$ cat src/rtl/cpu_pkg.sv
// Shared core definitions: exception codes, fixed PCs and the fetch-queue entry layout.
package cpu_pkg;

   localparam logic [4:0]  EXC_NONE = 5'd0;
   localparam logic [4:0]  EXC_ADEL = 5'd4;

   localparam logic [31:0] PC_RESET = 32'h0000_3000;
   localparam logic [31:0] PC_EXC   = 32'h0000_4180;

   // One fetched instruction as it travels from IF to ID (70 bits).
   typedef struct packed {
      logic [31:0] pc;
      logic [31:0] instr;
      logic        delay_slot;
      logic [4:0]  exccode;
   } entry_t;

   // All-zero entry, presented on the dequeue side when nothing is valid.
   function automatic entry_t entry_zero();
      return entry_t'(70'd0);
   endfunction

endpackage

$ cat src/rtl/if_id_queue_fetch_addr_check.sv
// Combinational fetch address check: flags misaligned or out-of-range PCs as AdEL.
module fetch_addr_check
   import cpu_pkg::*;
(
   input  logic [31:0] pc,
   input  logic [31:0] pc_lo,
   input  logic [31:0] pc_hi,
   output logic [4:0]  exccode
);

   // Any of misalignment, below the window or above the window raises AdEL.
   always_comb begin
      if ((pc[1:0] != 2'b00) || (pc < pc_lo) || (pc > pc_hi)) begin
         exccode = EXC_ADEL;
      end else begin
         exccode = EXC_NONE;
      end
   end

endmodule

$ cat src/rtl/if_id_queue.sv
// IF/ID decoupling queue: circular buffer of fetched instructions, tagged with AdEL on entry,
// cleared in one cycle by a CP0 flush. enq_ready depends only on registered state.
// Optional macro IF_ID_QUEUE_BYPASS_EN adds a zero-latency path from enq_* to deq_* when empty.
module if_id_queue
   import cpu_pkg::*;
#(
   parameter int unsigned DEPTH = 2,
   parameter logic [31:0] PC_LO = 32'h0000_3000,
   parameter logic [31:0] PC_HI = 32'h0000_6ffc
)(
   input  logic        clk,
   input  logic        rst_n,
   input  logic        flush,
   input  logic        enq_valid,
   output logic        enq_ready,
   input  logic [31:0] enq_pc,
   input  logic [31:0] enq_instr,
   input  logic        enq_delay_slot,
   output logic        deq_valid,
   input  logic        deq_ready,
   output logic [31:0] deq_pc,
   output logic [31:0] deq_instr,
   output logic        deq_delay_slot,
   output logic [4:0]  deq_exccode
);

   localparam int unsigned AW       = (DEPTH > 1) ? $clog2(DEPTH) : 1;
   localparam logic [AW:0]   FULL_CNT = (AW+1)'(DEPTH);
   localparam logic [AW:0]   CNT_ZERO = (AW+1)'(0);
   localparam logic [AW:0]   CNT_ONE  = (AW+1)'(1);
   localparam logic [AW-1:0] PTR_ZERO = AW'(0);
   localparam logic [AW-1:0] PTR_ONE  = AW'(1);

   entry_t          r_mem [DEPTH];
   logic [AW-1:0]   r_wr_ptr;
   logic [AW-1:0]   r_rd_ptr;
   logic [AW:0]     r_count;

   logic [4:0]      w_exccode;
   entry_t          w_entry;
   entry_t          w_head;
   logic            w_empty;
   logic            w_full;
   logic            w_bypass;
   logic            w_deq_valid;
   logic            w_enq_fire;
   logic            w_deq_fire;
   logic            w_wr;
   logic            w_rd;

   fetch_addr_check u_addr_check (
      .pc      (enq_pc),
      .pc_lo   (PC_LO),
      .pc_hi   (PC_HI),
      .exccode (w_exccode)
   );

   // Build the entry to store: a faulting fetch carries a nop instead of the fetched word.
   always_comb begin
      w_entry            = entry_zero();
      w_entry.pc         = enq_pc;
      w_entry.delay_slot = enq_delay_slot;
      w_entry.exccode    = w_exccode;
      if (w_exccode != EXC_NONE) begin
         w_entry.instr = 32'd0;
      end else begin
         w_entry.instr = enq_instr;
      end
   end

   assign w_empty   = (r_count == CNT_ZERO);
   assign w_full    = (r_count == FULL_CNT);
   assign enq_ready = ~w_full;

`ifdef IF_ID_QUEUE_BYPASS_EN
   assign w_bypass = w_empty & enq_valid & ~flush;
`else
   assign w_bypass = 1'b0;
`endif

   // Select what the decode stage sees: bypassed entry, stored head, or zeros when empty.
   always_comb begin
      w_head = entry_zero();
      if (w_bypass) begin
         w_head = w_entry;
      end else if (!w_empty) begin
         w_head = r_mem[r_rd_ptr];
      end else begin
         w_head = entry_zero();
      end
   end

   assign w_deq_valid    = ~w_empty | w_bypass;
   assign deq_valid      = w_deq_valid;
   assign deq_pc         = w_head.pc;
   assign deq_instr      = w_head.instr;
   assign deq_delay_slot = w_head.delay_slot;
   assign deq_exccode    = w_head.exccode;

   // Flush overrides both handshakes; a bypassed entry consumed the same cycle is never stored.
   assign w_enq_fire = enq_valid & ~w_full & ~flush;
   assign w_deq_fire = w_deq_valid & deq_ready & ~flush;
   assign w_wr       = w_enq_fire & ~(w_bypass & deq_ready);
   assign w_rd       = w_deq_fire & ~w_bypass;

   // Pointer and occupancy bookkeeping, cleared by reset or flush.
   always_ff @(posedge clk or negedge rst_n) begin
      if (!rst_n) begin
         r_wr_ptr <= PTR_ZERO;
         r_rd_ptr <= PTR_ZERO;
         r_count  <= CNT_ZERO;
      end else if (flush) begin
         r_wr_ptr <= PTR_ZERO;
         r_rd_ptr <= PTR_ZERO;
         r_count  <= CNT_ZERO;
      end else begin
         if (w_wr) begin
            r_wr_ptr <= r_wr_ptr + PTR_ONE;
         end else begin
            r_wr_ptr <= r_wr_ptr;
         end
         if (w_rd) begin
            r_rd_ptr <= r_rd_ptr + PTR_ONE;
         end else begin
            r_rd_ptr <= r_rd_ptr;
         end
         case ({w_wr, w_rd})
            2'b10:   r_count <= r_count + CNT_ONE;
            2'b01:   r_count <= r_count - CNT_ONE;
            default: r_count <= r_count;
         endcase
      end
   end

   // Entry storage; written at the write pointer on an accepted, non-bypassed enqueue.
   always_ff @(posedge clk or negedge rst_n) begin
      if (!rst_n) begin
         for (int i = 0; i < int'(DEPTH); i++) begin
            r_mem[i] <= entry_zero();
         end
      end else if (w_wr) begin
         r_mem[r_wr_ptr] <= w_entry;
      end else begin
         r_mem[r_wr_ptr] <= r_mem[r_wr_ptr];
      end
   end

endmodule

$ cat config.mk
export PLATFORM = sky130hd
export DESIGN_NAME = if_id_queue
export DESIGN_NICKNAME = d
export VERILOG_FILES = /design/src/rtl/cpu_pkg.sv /design/src/rtl/if_id_queue_fetch_addr_check.sv /design/src/rtl/if_id_queue.sv
export SDC_FILE = /design/constraint.sdc
export NUM_CORES = 1
export LEC_CHECK = 0
export CAP_MARGIN = 30
export CELL_PAD_IN_SITES_DETAIL_PLACEMENT = 0
export CELL_PAD_IN_SITES_GLOBAL_PLACEMENT = 1
export CORE_MARGIN = 1
export CORE_UTILIZATION = 54
export CTS_CLUSTER_DIAMETER = 150
export DETAILED_ROUTE_END_ITERATION = 7
export DONT_BUFFER_PORTS = 1
export PLACE_DENSITY = 0.86
export SETUP_SLACK_MARGIN = 0.5
export SLEW_MARGIN = 20
export SYNTH_ARGS = -nofsm -noshare
export SYNTH_HDL_FRONTEND = slang
export SYNTH_SLANG_ARGS = --single-unit
$ cat constraint.sdc
create_clock -name clk -period 4.1 [get_ports clk]
set_input_delay 0.82 -clock clk [delete_from_list [all_inputs] [get_ports clk]]
set_output_delay 0.82 -clock clk [all_outputs]
set_load 0.05 [all_outputs]
==> run summary, run 1 <==
CORE AREA -> 12,800 um2
Post_cts resized -> 0
Data required time at the worst endpoint -> 3280 ps
GP Congestion -> 0.743
Hold Vio Cnt, Final -> 0
GRT Overall Usage -> 0.253
Lkg Pwr -> 3.22 nW
Status -> finished, final reports clean
Hold buffer count at CTS -> 0
CTS Root Cell -> clkbuf_16
Achievable Freq -> 0.315 GHz
Skew final -> 4.93 ps
Flops & latches, synth -> 144
HP Class -> primary input to asynchronous set/reset pin
Initial Utilization -> 0.562
Final period util -> 0.775
Synth Net Count -> 703
Final wirelength -> 17,100 um
Post-layout minimum cycle time -> 3180 ps
Slowest stage delay, CP -> 710 ps
Vias in the first global route -> 5,303
I/O pin total -> 142
Initial antenna violation count -> 0
Die height -> 118 um
Worst path cell trace -> buf_4 > mux2i_1 > nor2_1
CP startpoint kind -> register
IO buf count -> 0
Num CTS Buffers -> 17
Pin count of the biggest net entering global routing -> 145
Critical Path AT -> 2360 ps
R2R setup slack -> 1680 ps
Max_slew headroom -> 0.354
Endpoints failing setup -> 0
Drt pass-1 iters -> 5
Initial DRC count -> 479
Cell variety after synth -> 36
Post-CTS Setup Bufs -> 0
Max rail drop VDD -> 0.337 mV
Crit. End Element -> output port
Die Span X -> 118 um
Synth Cell Area -> 7210 um2
Layout cells sized above 1 -> 0.199
DR vias/cell -> 6.68
Avg Cell Area, Syn -> 11.4 um2
Gate count of the mapped netlist -> 633
Sequential-to-total area share from yosys stat -> 0.500
Skew-Pair Late Insertion Delay -> 420 ps
Fin nets -> 661
First-pass GRT wire length -> 27,500 um
Max-Cap Viols -> 0
Vias post-DR -> 5,182
Worst R2R Start -> r_wr_ptr
R2r worst-path depth -> 4
CTS H-tree depth -> 4
Area added between synthesis and finish -> 9.15%
Die Area -> 13,800 um2
DRC -> 0
Overflow after GRT -> 0
Setup TNS -> 0 ps
Top_reg_cell synth -> dfrtp_1
Post-route cell area -> 7870 um2
CP max FO -> 22
DRT antenna net count -> 0
Number of flops mapped to enable cells by yosys -> 0
Longest Clk Path Bufs -> 2
Hpwl dp -> 9910 um
RSZ-0062 raised after global routing -> false
Clk sinks -> 144
Worst slew pin tran -> 966 ps
CP max stage cell -> nor2_1
Kind of critical path -> register to output port
Synth warnings -> 0
Power density cells -> 480 nW/um2
Avg WL per Cell -> 22.0 um
Post-synth ARST share -> 1.00
Reg clk slew, reported paths -> 60 ps
Placed Area -> 7280 um2
FF-to-FF End -> r_mem[69]
Max Transition Viols Final -> 0
CTS tree -> yes
Antenna Cells -> 0
Cell Rows -> 41
[placed cells by master, fill, tap and decap left out, types with 2 or more instances in the layout]
master      count
inv_1          34
clkinvlp_4      2
clkinv_2        5
o41ai_1       126
mux2i_1        70
dfrtp_1       143
clkbuf_16      17
o21ai_0         4
buf_4           9
mux2_2         66
a21oi_1         3
o41ai_2         2
nor2_1         72
clkbuf_8        3
clkbuf_1        2
nor4_1          4
and2_1          9
bufinv_16       2
buf_12          4
nand3_1         2
[cell type report]
class | instances | area (um2)
clock buffer | 22 | 474
clock inverter | 10 | 109
fill | 1062 | 4960
inverter | 37 | 141
multi-input combinational | 378 | 3170
sequential | 144 | 3610
tap | 172 | 215
timing repair buffer | 13 | 148
[report_power, final]
part / internal (W) / total [W] / switching (W) / leakage (nW)
logic: 0.000213 / 0.000579 / 0.000367 / 1.08
clock network: 0.000939 / 0.00151 / 0.000573 / 0.286
registers: 0.00159 / 0.00168 / 0.0000983 / 1.86
total: 0.00274 / 0.00378 / 0.00104 / 3.22
[critical path, delay by kind of cell (launching register included)]
family / cells / cell delay [ps]
buffers and inverters: 1 / 430
flip-flops: 1 / 630
multiplexers: 1 / 150
AND/OR/NAND/NOR: 1 / 710
[synthesized netlist by cell type (2+ instances only)]
cell        n  area [um2]
mux2_2     66         743
and2_1      9        56.3
nor2_1     73         274
buf_6       2        22.5
o41ai_1   126        1100
buf_1       4        15.0
mux2i_1    70         701
nand3_1     3        15.0
a21oi_1     3        15.0
clkbuf_1   42         158
buf_2      25         125
o41ai_2     2        32.5
dfrtp_1   144        3600
inv_1      35         131
nand4_2     2        25.0
nor4_1      4        25.0
o21ai_0     4        20.0
[logic make-up (layout without fill, tap and decap cells)]
logic type,count (synthesis),in the layout,synth area share
buf+inv,111,82,0.0651
flops,144,144,0.500
simple gates,100,100,0.0637
mux,136,136,0.200
xor+xnor,1,1,0.00122
compound gates,141,141,0.169
[layer usage]
metal / share of wire / track usage / vias to the layer above
li1: - / - / 2319
met4: 0.015 / 0.0994 / 0
met5: 0 / 0 / -
met3: 0.072 / 0.0673 / 18
met1: 0.42 / 0.320 / 2643
met2: 0.50 / 0.415 / 202
[through the flow]
step           worst slack [ps]  power (W)  utilization  cells  hold slack [ps]
2_1_floorplan              1730    0.00219            -    633              453
3_3_place_gp               1330    0.00226        0.565    742              468
3_5_place_dp               1360    0.00229        0.568    744              471
4_1_cts                     902    0.00381        0.613    776             79.5
5_1_grt                     832    0.00392        0.613    776             80.0
6_report                    921    0.00378        0.613    776             95.5
[sequential cells by signal, indices dropped and copies added (netlist names)]
register  flops
r_mem       140
r_count       2
r_wr_ptr      1
r_rd_ptr      1
[how the worst max path moves through the flow]
stage	from	to	slack, ps	cells after the start
floorplan	r_rd_ptr	deq_delay_slot	1730	4
CTS	r_rd_ptr	deq_pc[16]	900	3
detailed placement	r_rd_ptr	deq_pc[16]	1360	3
finish	r_rd_ptr	deq_pc[16]	920	3
global placement	r_wr_ptr	r_mem[57]	1330	3
global route	r_rd_ptr	deq_instr[3]	830	3
Note: power is estimated with default switching activity, not from simulation.
==> run 2: changes to the inputs <==
- ABC_AREA: not set -> 1
- CORE_UTILIZATION: 54 -> 42
- PLACE_DENSITY: 0.86 -> 0.77
- clock period: 4.1 -> 2.6 ns (I/O delays scaled with it)
==> run 2 against run 1 <==
Against the previous run:
- the flow now finishes with violations (negative hold slack)
- routed wire length up 20%
- register-to-register slack worse by 1100 ps
- via count up 16%
- critical path depth rose by 2
- worst hold slack worse by 310 ps
- area after synthesis shrank 7.9%
- clock power increased by 74%
- critical path type unchanged
- highest routed layer unchanged
==> run summary, run 2 <==
Data required time at the worst endpoint -> 2080 ps
Longest Clk Path Bufs -> 2
Most frequent cells in the layout -> nand2_1, dfrtp_1, nand3_1, inv_1, buf_12
Layout cells sized above 1 -> 0.265
GP Congestion -> 0.814
Placed cell count -> 1,075
Skew final -> 6.99 ps
CP startpoint kind -> register
Worst path cell trace -> buf_4 > nor2_4 > buf_12 > a21oi_1 > buf_4
HP Class -> primary input to asynchronous set/reset pin
Slowest stage delay, CP -> 410 ps
Synth area leaders -> dfrtp_1, nand2_1, a21oi_1, nand3_1, o21ai_0
Fin nets -> 978
Status -> finished with violations
DRT antenna net count -> 0
Final period util -> 0.846
CORE AREA -> 15,300 um2
First-pass GRT wire length -> 32,500 um
GRT Overall Usage -> 0.262
Endpoints failing setup -> 0
CP max stage cell -> dfrtp_2
Num CTS Buffers -> 17
IO buf count -> 0
Setup TNS -> 0 ps
Most frequent CP cell -> buf_4
Hold slack -> -211 ps
Top cells by count, synth -> nand2_1, dfrtp_1, a21oi_1, nand3_1, o21ai_0
Number of flops mapped to enable cells by yosys -> 0
Fillers -> 1,298
Place WS -> 501 ps
Top_reg_cell synth -> dfrtp_1
Cell variety after synth -> 23
Achievable Freq -> 0.454 GHz
CP max FO -> 22
Cell Rows -> 45
DRC -> 0
Max Transition Viols Final -> 0
Worst Slack Setup Final -> 399 ps
Max_slew headroom -> 0.584
Clk sinks -> 144
Crit path launch -> r_count[0]
Compound-cell area share of the yosys netlist -> 0.112
Max reg flops -> 140
Worst slew pin tran -> 624 ps
Main combinational cell family by area after synthesis -> simple AND/OR/NAND/NOR gates
I/O pin total -> 142
Antenna Cells -> 0
Critical Path AT -> 1680 ps
Worst R2R Start -> r_count[1]
Sequential-to-total area share from yosys stat -> 0.543
Final wirelength -> 20,400 um
Max rail drop VDD -> 0.806 mV
Crit. End Element -> output port
Synth Net Count -> 918
Hpwl dp -> 10,800 um
CTS H-tree depth -> 4
Flops & latches, synth -> 144
Post-layout minimum cycle time -> 2200 ps
Share of the synthesized area in the top cell type -> 0.543
Synth Area in Simple Gates -> 0.271
CTS tree -> yes
Initial DRC count -> 424
Commonest non-fill, non-tap cell in the layout -> nand2_1
Biggest register -> r_mem
Die height -> 128 um
Most common cell in the netlist -> nand2_1
Kind of critical path -> register to output port
Post-Synth XOR/XNOR Area -> 0
Die Area -> 16,300 um2
Max-Cap Viols -> 0
Pin count of the biggest net entering global routing -> 145
Power density cells -> 1230 nW/um2
Synth warnings -> 0
Initial Utilization -> 0.433
Skew-Pair Late Insertion Delay -> 430 ps
Avg WL per Cell -> 18.0 um
Hold Vio Cnt, Final -> 144
Initial antenna violation count -> 0
Failing checks -> negative hold slack
Area added between synthesis and finish -> 45.1%
Non-Filler Instances -> 1,132
Reg clk slew, reported paths -> 60 ps
Drt pass-1 iters -> 5
Gate count of the mapped netlist -> 848
Die Span X -> 128 um
Overflow after GRT -> 0
Avg Cell Area, Syn -> 7.82 um2
Biggest regs -> r_mem (140), r_count (2)
RSZ-0062 raised after global routing -> true
Multiplexer area fraction after synthesis -> 0
Post-synth ARST share -> 1.00
Vias in the first global route -> 6,207
Lkg Pwr -> 4.41 nW
Post-Synth Adder-Cell Area -> 0
Synth Cell Area -> 6630 um2
CTS Root Cell -> clkbuf_16
Yosys top cell by area -> dfrtp_1
Vias post-DR -> 6,036
DR vias/cell -> 5.33
run 2: cell types whose count changed after synthesis, moves of 9 or more:
cell / previous run / this run
mux2_2: 66 / 0
inv_1: 35 / 51
mux2i_1: 70 / 0
nand2_1: 1 / 351
o41ai_1: 126 / 0
o21ai_1: 0 / 13
buf_4: 1 / 13
nand3_1: 3 / 67
buf_2: 25 / 13
nor2_1: 73 / 22
clkbuf_1: 42 / 27
a21oi_1: 3 / 72
o21ai_0: 4 / 60
and2_1: 9 / 0
run 2: kinds of logic after synthesis:
kind of cell / after synthesis
compound gates: 147
buf+inv: 111
flops: 144
simple gates: 446
run 2: worst paths after layout:
kind / cells past startpoint / slack, ps / endpoint
hold / removal: 0 / -210 / r_mem[47]
setup reg to reg: 8 / 590 / r_mem[101]
min in group clk: 2 / 200 / r_mem[129]
hold reg to reg: 2 / 480 / r_mem[126]
max in group asynchronous: 0 / 2510 / r_count[0]
setup / recovery: 5 / 400 / deq_instr[0]
run 2: power by group:
group | switching, W | internal, W
Combinational | 0.00353 | 0.00256
Sequential | 0.000305 | 0.00276
Clock | 0.00101 | 0.00162
run 2: critical path, delay by kind of cell (launching register included):
kind / cells / cell delay, ps
buffers and inverters: 3 / 570
flip-flops: 1 / 410
AND/OR/NAND/NOR: 1 / 200
AO/OA/AOI/OAI: 1 / 60
run 2: repair_timing:
| item | in CTS | in global routing |
|---|---|---|
| setup endpoints to repair | 70 | 152 |
| setup buffers | 9 | 4 |
| resized for setup | 137 | 24 |
| gates cloned | 8 | 4 |
| pin swaps | 19 | 6 |
| hold endpoints to repair | 144 | 144 |
run 2: cell type report:
class | count | area (um2) | share of cell area
clock buffers | 17 | 425 | 0.0442
clock inverters | 15 | 209 | 0.0217
repair buffers | 98 | 1670 | 0.174
well taps | 211 | 264 | 0.0274
multi-input cells | 593 | 3230 | 0.336
inverters | 54 | 211 | 0.0220
flip-flops and latches | 144 | 3610 | 0.375
run 2: layer usage:
layer  global-route usage  share of wire  vias to the layer above
met5                    0              0                        -
met4               0.0941          0.023                        0
met3               0.0776          0.074                       32
met2                0.426           0.48                      202
met1                0.332           0.42                     2996
li1                     -              -                     2806
run 2: metrics by stage:
| stage | power, W | instance area, um2 | util | hold slack [ps] |
|---|---|---|---|---|
| finish | 0.0118 | 9630 | 0.629 | -211 |
| global route | 0.0123 | 9630 | 0.629 | -234 |
| CTS | 0.0115 | 9380 | 0.613 | -227 |
| detailed placement | 0.00765 | 7980 | 0.521 | 227 |
| floorplan | 0.00567 | 6890 | - | 224 |
| global placement | 0.00755 | 7960 | 0.520 | 229 |
